**src/rtl/bus_master_if.sv**
```systemverilog
`timescale 1ns/1ps
// bus_master_if: turns one client word request into a single complete bus
// transaction (request, grant wait, one-cycle address strobe, ready wait,
// read-data capture). A ready timeout stops a dead or unmapped slave from
// hanging the client.
//
// Handshake: the client raises req while busy is low; the request is taken on
// that edge. Completion is the one-cycle done pulse, with err qualifying it
// (1 = timed out) and rd_data valid for reads. req is ignored while busy.
module bus_master_if #(
    parameter int TO_WIDTH = 8,
    parameter int TIMEOUT  = 255
) (
    input  logic        clk,
    input  logic        reset,
    input  logic        req,
    input  logic        rw,
    input  logic [29:0] addr,
    input  logic [31:0] wr_data,
    output logic [31:0] rd_data,
    output logic        busy,
    output logic        done,
    output logic        err,
    output logic        bus_req_,
    input  logic        bus_grnt_,
    output logic [29:0] bus_addr,
    output logic        bus_as_,
    output logic        bus_rw,
    output logic [31:0] bus_wr_data,
    input  logic [31:0] bus_rd_data,
    input  logic        bus_rdy_
);

    // Active-low bus levels and access-type encoding used across the codebase.
    localparam logic ENABLE_  = 1'b0;
    localparam logic DISABLE_ = 1'b1;
    localparam logic READ     = 1'b1;

    localparam logic [1:0] IDLE   = 2'd0;
    localparam logic [1:0] REQ    = 2'd1;
    localparam logic [1:0] ACCESS = 2'd2;

    localparam logic [TO_WIDTH-1:0] TO_LIMIT = TO_WIDTH'(TIMEOUT);

    logic [1:0]          state;
    logic [TO_WIDTH-1:0] cnt;

    // busy is the only decoded output; everything else comes from flops.
    always_comb begin
        busy = (state != IDLE);
    end

    // Transaction sequencer: state, bus control strobes and completion status.
    always_ff @(posedge clk or posedge reset) begin
        if (reset) begin
            state    <= IDLE;
            bus_req_ <= DISABLE_;
            bus_as_  <= DISABLE_;
            done     <= 1'b0;
            err      <= 1'b0;
            cnt      <= '0;
        end else begin
            done <= 1'b0;
            case (state)
                IDLE: begin
                    if (req) begin
                        bus_req_ <= ENABLE_;
                        cnt      <= '0;
                        state    <= REQ;
                    end
                end
                REQ: begin
                    if (bus_grnt_ == ENABLE_) begin
                        bus_as_ <= ENABLE_;
                        state   <= ACCESS;
                    end
                end
                ACCESS: begin
                    // Strobe lasts exactly one cycle; grant is not watched here.
                    bus_as_ <= DISABLE_;
                    // Ready is tested first so a ready landing on the timeout
                    // cycle still completes normally.
                    if (bus_rdy_ == ENABLE_) begin
                        done     <= 1'b1;
                        err      <= 1'b0;
                        bus_req_ <= DISABLE_;
                        state    <= IDLE;
                    end else if (cnt == TO_LIMIT) begin
                        done     <= 1'b1;
                        err      <= 1'b1;
                        bus_req_ <= DISABLE_;
                        state    <= IDLE;
                    end else begin
                        cnt <= cnt + 1'b1;
                    end
                end
                default: begin
                    state <= IDLE;
                end
            endcase
        end
    end

    // Request latch: address, direction and write data held for the whole
    // transaction so the bus sees stable values until done.
    always_ff @(posedge clk or posedge reset) begin
        if (reset) begin
            bus_addr    <= '0;
            bus_rw      <= READ;
            bus_wr_data <= '0;
        end else if (state == IDLE && req) begin
            bus_addr    <= addr;
            bus_rw      <= rw;
            bus_wr_data <= wr_data;
        end
    end

    // Read-data capture on a ready-terminated read; writes and timeouts keep
    // the previous value.
    always_ff @(posedge clk or posedge reset) begin
        if (reset) begin
            rd_data <= '0;
        end else if (state == ACCESS && bus_rdy_ == ENABLE_ && bus_rw == READ) begin
            rd_data <= bus_rd_data;
        end
    end

endmodule
```
**config.mk**
```make
export PLATFORM = sky130hd
export DESIGN_NAME = bus_master_if
export DESIGN_NICKNAME = d
export VERILOG_FILES = /design/src/rtl/bus_master_if.sv
export SDC_FILE = /design/constraint.sdc
export NUM_CORES = 1
export LEC_CHECK = 0
export BUFFER_PORTS_ARGS = -buffer_cell sky130_fd_sc_hd__clkbuf_2
export CAP_MARGIN = 20
export CORE_MARGIN = 2
export CORE_UTILIZATION = 46
export CTS_CLUSTER_SIZE = 30
export DETAILED_ROUTE_END_ITERATION = 12
export MAX_ROUTING_LAYER = met4
export PLACE_DENSITY_LB_ADDON = 0.08
export SLEW_MARGIN = 15
export SYNTH_ARGS = -nofsm -noshare
export SYNTH_HDL_FRONTEND = slang
export SYNTH_SLANG_ARGS = --single-unit
```
**constraint.sdc**
```tcl
create_clock -name clk -period 3.4 [get_ports clk]
set_input_delay 0.17 -clock clk [delete_from_list [all_inputs] [get_ports clk]]
set_output_delay 0.17 -clock clk [all_outputs]
set_load 0.01 [all_outputs]
```
### Word-level counts from Yosys, hierarchy flattened

Index checks and enable logic that the tools add are counted.

| word-level totals | value |
|---|---|
| register bits | 109 |
| input bits | 100 |
| logic and storage cells | 52 |

| operators by class | value |
|---|---|
| add/sub/neg operators | 1 |
| equal/unequal tests | 9 |
| mux-type cells | 19 |
| bitwise logic cells | 1 |
| reductions and logical operators | 12 |

Operators with widths:

| operator | number |
|---|---|
| $mux 8 | 3 |
| $pmux 8 s2 | 1 |
| $add 8x1->8 const B | 1 |
| $eq 8x8->1 const B | 1 |
| $mux 1 | 8 |
| $mux 2 | 4 |
| $ne 2x2->1 const B | 4 |
| $pmux 2 s3 | 1 |
| $reduce_and 3->1 | 2 |
| $reduce_bool 2->1 | 3 |
| $pmux 1 s2 | 2 |
| $reduce_and 2->1 | 2 |
| $reduce_and 4->1 | 1 |
| $logic_and 1x1->1 | 3 |
| $ne 3x3->1 const B | 1 |
| $eq 2x1->1 const B | 1 |
| $eq 2x2->1 const B | 1 |
| $logic_not 2->1 | 1 |
| $ne 2x1->1 const B | 1 |
| $not 1->1 | 1 |

### Longest topological paths before layout

| depth | value |
|---|---|
| word-level depth | 4 |
| mapped depth | 6 |
| gate-level depth less buffers | 5 |

### Least setup slack after synthesis

No wires, ideal clock.

| timing | value |
|---|---|
| path kind | flip-flop to flip-flop |
| start | register cnt[4] |
| end | register cnt[2] |
| setup time | 126 ps |
| arrival | 1536 ps |
| data required time | 3274 ps |
| slack | 1738 ps |
| cell stages (with the launch flop) | 7 |
| buffers on the path | 2 |
| clock period less this slack | 1662 ps |
| cells stage by stage | dfrtp_1 -> buf_6 -> and4_4 -> a41o_2 -> and2_4 -> buf_6 -> a221o_1 |

| between the ends | value |
|---|---|
| longest elaborated chain between the ends | 3 |

Ends and longest elaborated chain:

| what | RTL line | text |
|---|---|---|
| start, declared | 46 | `logic [TO_WIDTH-1:0] cnt;` |
| start signal, assigned | 94 | `cnt <= cnt + 1'b1;` |
| $eq 8x8->1 | 88 | `end else if (cnt == TO_LIMIT) begin` |
| $ne 2x2->1 (no source line) | - |  |
| $reduce_and 4->1 (no source line) | - |  |

No other way between the ends.
A chain may end at the register's enable or synchronous reset.

### Worst setup path in the final report

| timing | value |
|---|---|
| start | register state[0] |
| end | register rd_data[30] |

| between the ends | value |
|---|---|
| longest elaborated chain between the ends | 3 |

Ends and longest elaborated chain:

| what | RTL line | text |
|---|---|---|
| start, declared | 45 | `logic [1:0] state;` |
| start signal, assigned | 56 | `state <= IDLE;` |
| start signal, assigned | 69 | `state <= REQ;` |
| start signal, assigned | 75 | `state <= ACCESS;` |
| $eq 2x2->1 | 123 | `end else if (state == ACCESS && bus_rdy_ == ENABLE_ && bus_rw == READ) begin` |
| $logic_and 1x1->1 (2 in a row) | 123 |  |
| end signal, assigned | 124 | `rd_data <= bus_rd_data;` |
| end, declared | 20 | `output logic [31:0] rd_data,` |

No other way between the ends.

==> results by group <==
Setup path
  – Setup CP Type: reg -> reg
  – Startpoint types: flip-flop
  – Worst Path Arrival: 2080 ps
  – Reg2reg start: state[0]$_DFFE_PP0P_
  – Setup crit start: state[0]$_DFFE_PP0P_
  – WP data required: 3640 ps
  – Worst setup EP type: flip-flop
  – Crit path max fanout: 32

Place
  – Port Buf Inserts: 199
  – GPL Wtd Cong: 0.8023
  – DP Wirelength: 7323 um

Timing
  – Unrepaired setup endpoints after global routing: no
  – Fmax: 544.5 MHz
  – Final setup fails: 0
  – Final cycle utilization of the critical path: 0.5402
  – Post-route setup TNS: 0 ps
  – Final setup skew: 14.57 ps
  – Final Hold Fails: 0
  – Final min period: 1837 ps
  – Worst Max-Slew Pin Slew: 801.0 ps
  – Slew margin rel.: 0.4660
  – Pins Over Slew Limit: 0

Die
  – Core area: 9109 um^2
  – Die area: 10,080 um^2
  – Die W: 100.4 um
  – Row count: 35
  – Chip height: 100.4 um
  – Starting Density: 0.4691
  – I/O pins: 200

Power
  – Leakage power: 3.388 nW
  – Switching share of total power: 0.3676
  – Register share of total power: 0.474
  – Clk network pwr share: 0.155
  – Logic pwr share: 0.371
  – Switching power: 1.687 mW
  – Cell internal pwr: 2.903 mW
  – Peak VDD IR: 0.3715 mV
  – Total power: 4.590 mW
  – Power per cell area: 750.1 nW/um^2

Clock network
  – CTS tree: built
  – Inserted Clock Buffers: 9
  – Clock sink count: 109
  – Clock root buffer: clkbuf_8
  – Clk pin slew, worst setup/hold paths: 90 ps
  – H-tree Lvls: 3
  – Clk buf depth: 2
  – # Post-CTS Setup Buffers: 0
  – Post-CTS Resized: 0
  – CTS Hold Bufs: 58
  – Worst skew pair latency: 360 ps

Detailed routing
  – Via count: 3,704
  – Routed met3 length: 723 um
  – Drt pass-1 iters: 5
  – Avg WL per Cell: 13.90 um
  – Routed Antenna Nets: 0
  – DR iter-0 viols: 153
  – Total Routed Length: 10,790 um
  – Post-route DRC: 0
  – Met1 Wirelength: 4754 um
  – Avg Vias per Cell: 4.773
  – Metal2 WL: 5140 um
  – Uppermost layer routed: met4

Synth
  – Yosys top cell area share: 0.6208
  – Synthesized area: 4273 um^2
  – Top area cells in the synthesized netlist: dfrtp_1, nand2_1, mux2_2, dfstp_2, clkbuf_1
  – Yosys warns: 0
  – Post-synthesis register bit count: 109
  – Most frequent cell after synthesis: nand2_1
  – Count of different cell masters after synthesis: 41
  – Syn Inst Count: 407
  – Asr flop ratio synth: 1.000
  – Syn avg cell area: 10.50 um^2
  – Post-synth top area cell: dfrtp_1
  – EDFF count, synth: 0
  – Syn Nets: 508
  – Top cells by count, synth: nand2_1, dfrtp_1, mux2_2
  – Primary FF master, synth: dfrtp_1
  – Seq/Total Area, Yosys: 0.6392

Job
  – Max-cap check violation count: 0

Finish
  – # nets final: 761
  – Synth-to-layout area growth: 43.19%
  – N_diodes: 0
  – Layout cell share with drive strength beyond 1: 0.4015

Run status
  – Status: finished, final reports clean

Global route
  – Vias in the first global route: 3,636
  – GRT Total Usage: 0.2255
  – First-pass GRT wire length: 17,420 um
  – Largest net degree at the start of global routing: 68
  – Total grt overflow: 0
  – Initial antenna violation count: 0

Hold path
  – Type of the worst min-delay path: in -> reg
  – Worst hold start: wr_data[9]
stage by stage:
step	setup WS [ps]	util	hold WS (ps)	instance area, um^2	std cells
floorplan	361.0	-	253.0	4273	407
global placement	1612	0.5887	346.0	5363	702
detailed placement	1565	0.5887	351.9	5363	702
CTS	1559	0.6717	0.1988	6118	776
global route	1408	0.6717	2.041	6118	776
finish	1563	0.6717	16.78	6118	776
cells in the final DEF (no fill, tap or decap), types with 2 or more instances in the layout:
| cell | count |
|---|---|
| o31ai_1 | 2 |
| nand4_1 | 2 |
| nor2_1 | 3 |
| and2b_1 | 2 |
| o21ai_0 | 5 |
| a21oi_1 | 4 |
| inv_1 | 2 |
| nand2_1 | 192 |
| a21o_2 | 3 |
| clkbuf_8 | 9 |
| clkbuf_2 | 199 |
| nand3_1 | 6 |
| mux2_2 | 32 |
| dfrtp_1 | 106 |
| dfstp_2 | 3 |
| buf_4 | 6 |
| dlygate4sd3_1 | 58 |
| clkinv_4 | 3 |
area by class of cell:
| type | instances | area (um^2) |
|---|---|---|
| clock inverters | 6 | 47.55 |
| flip-flops and latches | 109 | 2731 |
| well taps | 111 | 138.9 |
| repair buffers | 263 | 1622 |
| clock buffers | 10 | 127.6 |
| fillers | 725 | 2990 |
| inverters | 3 | 13.76 |
| multi-input cells | 274 | 1438 |
flip-flops by register name, indices dropped and copies added (netlist names):
name	count
cnt	8
bus_wr_data	32
bus_addr	30
err	1
done	1
bus_rw	1
state	2
bus_as_	1
bus_req_	1
rd_data	32
kinds of logic (layout without fill, tap and decap cells):
kind of cell / after synthesis / count (layout) / synth area share
adder cells (fa/ha/maj): 1 / 1 / 0.002928
AO/OA/AOI/OAI: 21 / 21 / 0.03543
AND/OR/NAND/NOR: 219 / 219 / 0.2091
flip-flops: 109 / 109 / 0.6392
multiplexers: 33 / 33 / 0.08668
buffers and inverters: 24 / 282 / 0.02664
final timing paths:
check / end / slack, ps / depth (start not counted)
max: rd_data[30]$_DFFE_PP0P_ / 1560 / 4
min: bus_wr_data[9]$_DFFE_PP0P_ / 20 / 3
max reg2reg: rd_data[30]$_DFFE_PP0P_ / 1560 / 4
min reg2reg: bus_wr_data[17]$_DFFE_PP0P_ / 480 / 2
max in group asynchronous: bus_wr_data[16]$_DFFE_PP0P_ / 2070 / 4
min in group asynchronous: bus_addr[5]$_DFFE_PP0P_ / 500 / 3
metal layers:
metal | global-route usage | vias up
met3 | 0.04318 | 16
met4 | 0.07798 | 0
met2 | 0.3578 | 147
met1 | 0.2930 | 1734
met5 | - | -
li1 | - | 1807
worst max-delay path, cell delays in order, from the launching register on:
cell      delay, ps
dfrtp_1         450
nand2b_1        280
nor3b_4         210
buf_4           390
mux2_2          380
power by group through the flow:
stage / clock (mW) / combinational, mW / sequential [mW]
4_1_cts: 0.735 / 1.72 / 2.17
6_report: 0.711 / 1.70 / 2.18
3_5_place_dp: 0 / 1.67 / 2.19
3_3_place_gp: 0 / 1.63 / 2.18
2_1_floorplan: 0 / 0.623 / 2.43
5_1_grt: 0.791 / 1.90 / 2.25
No activity file was read; power rests on OpenSTA's default activity.
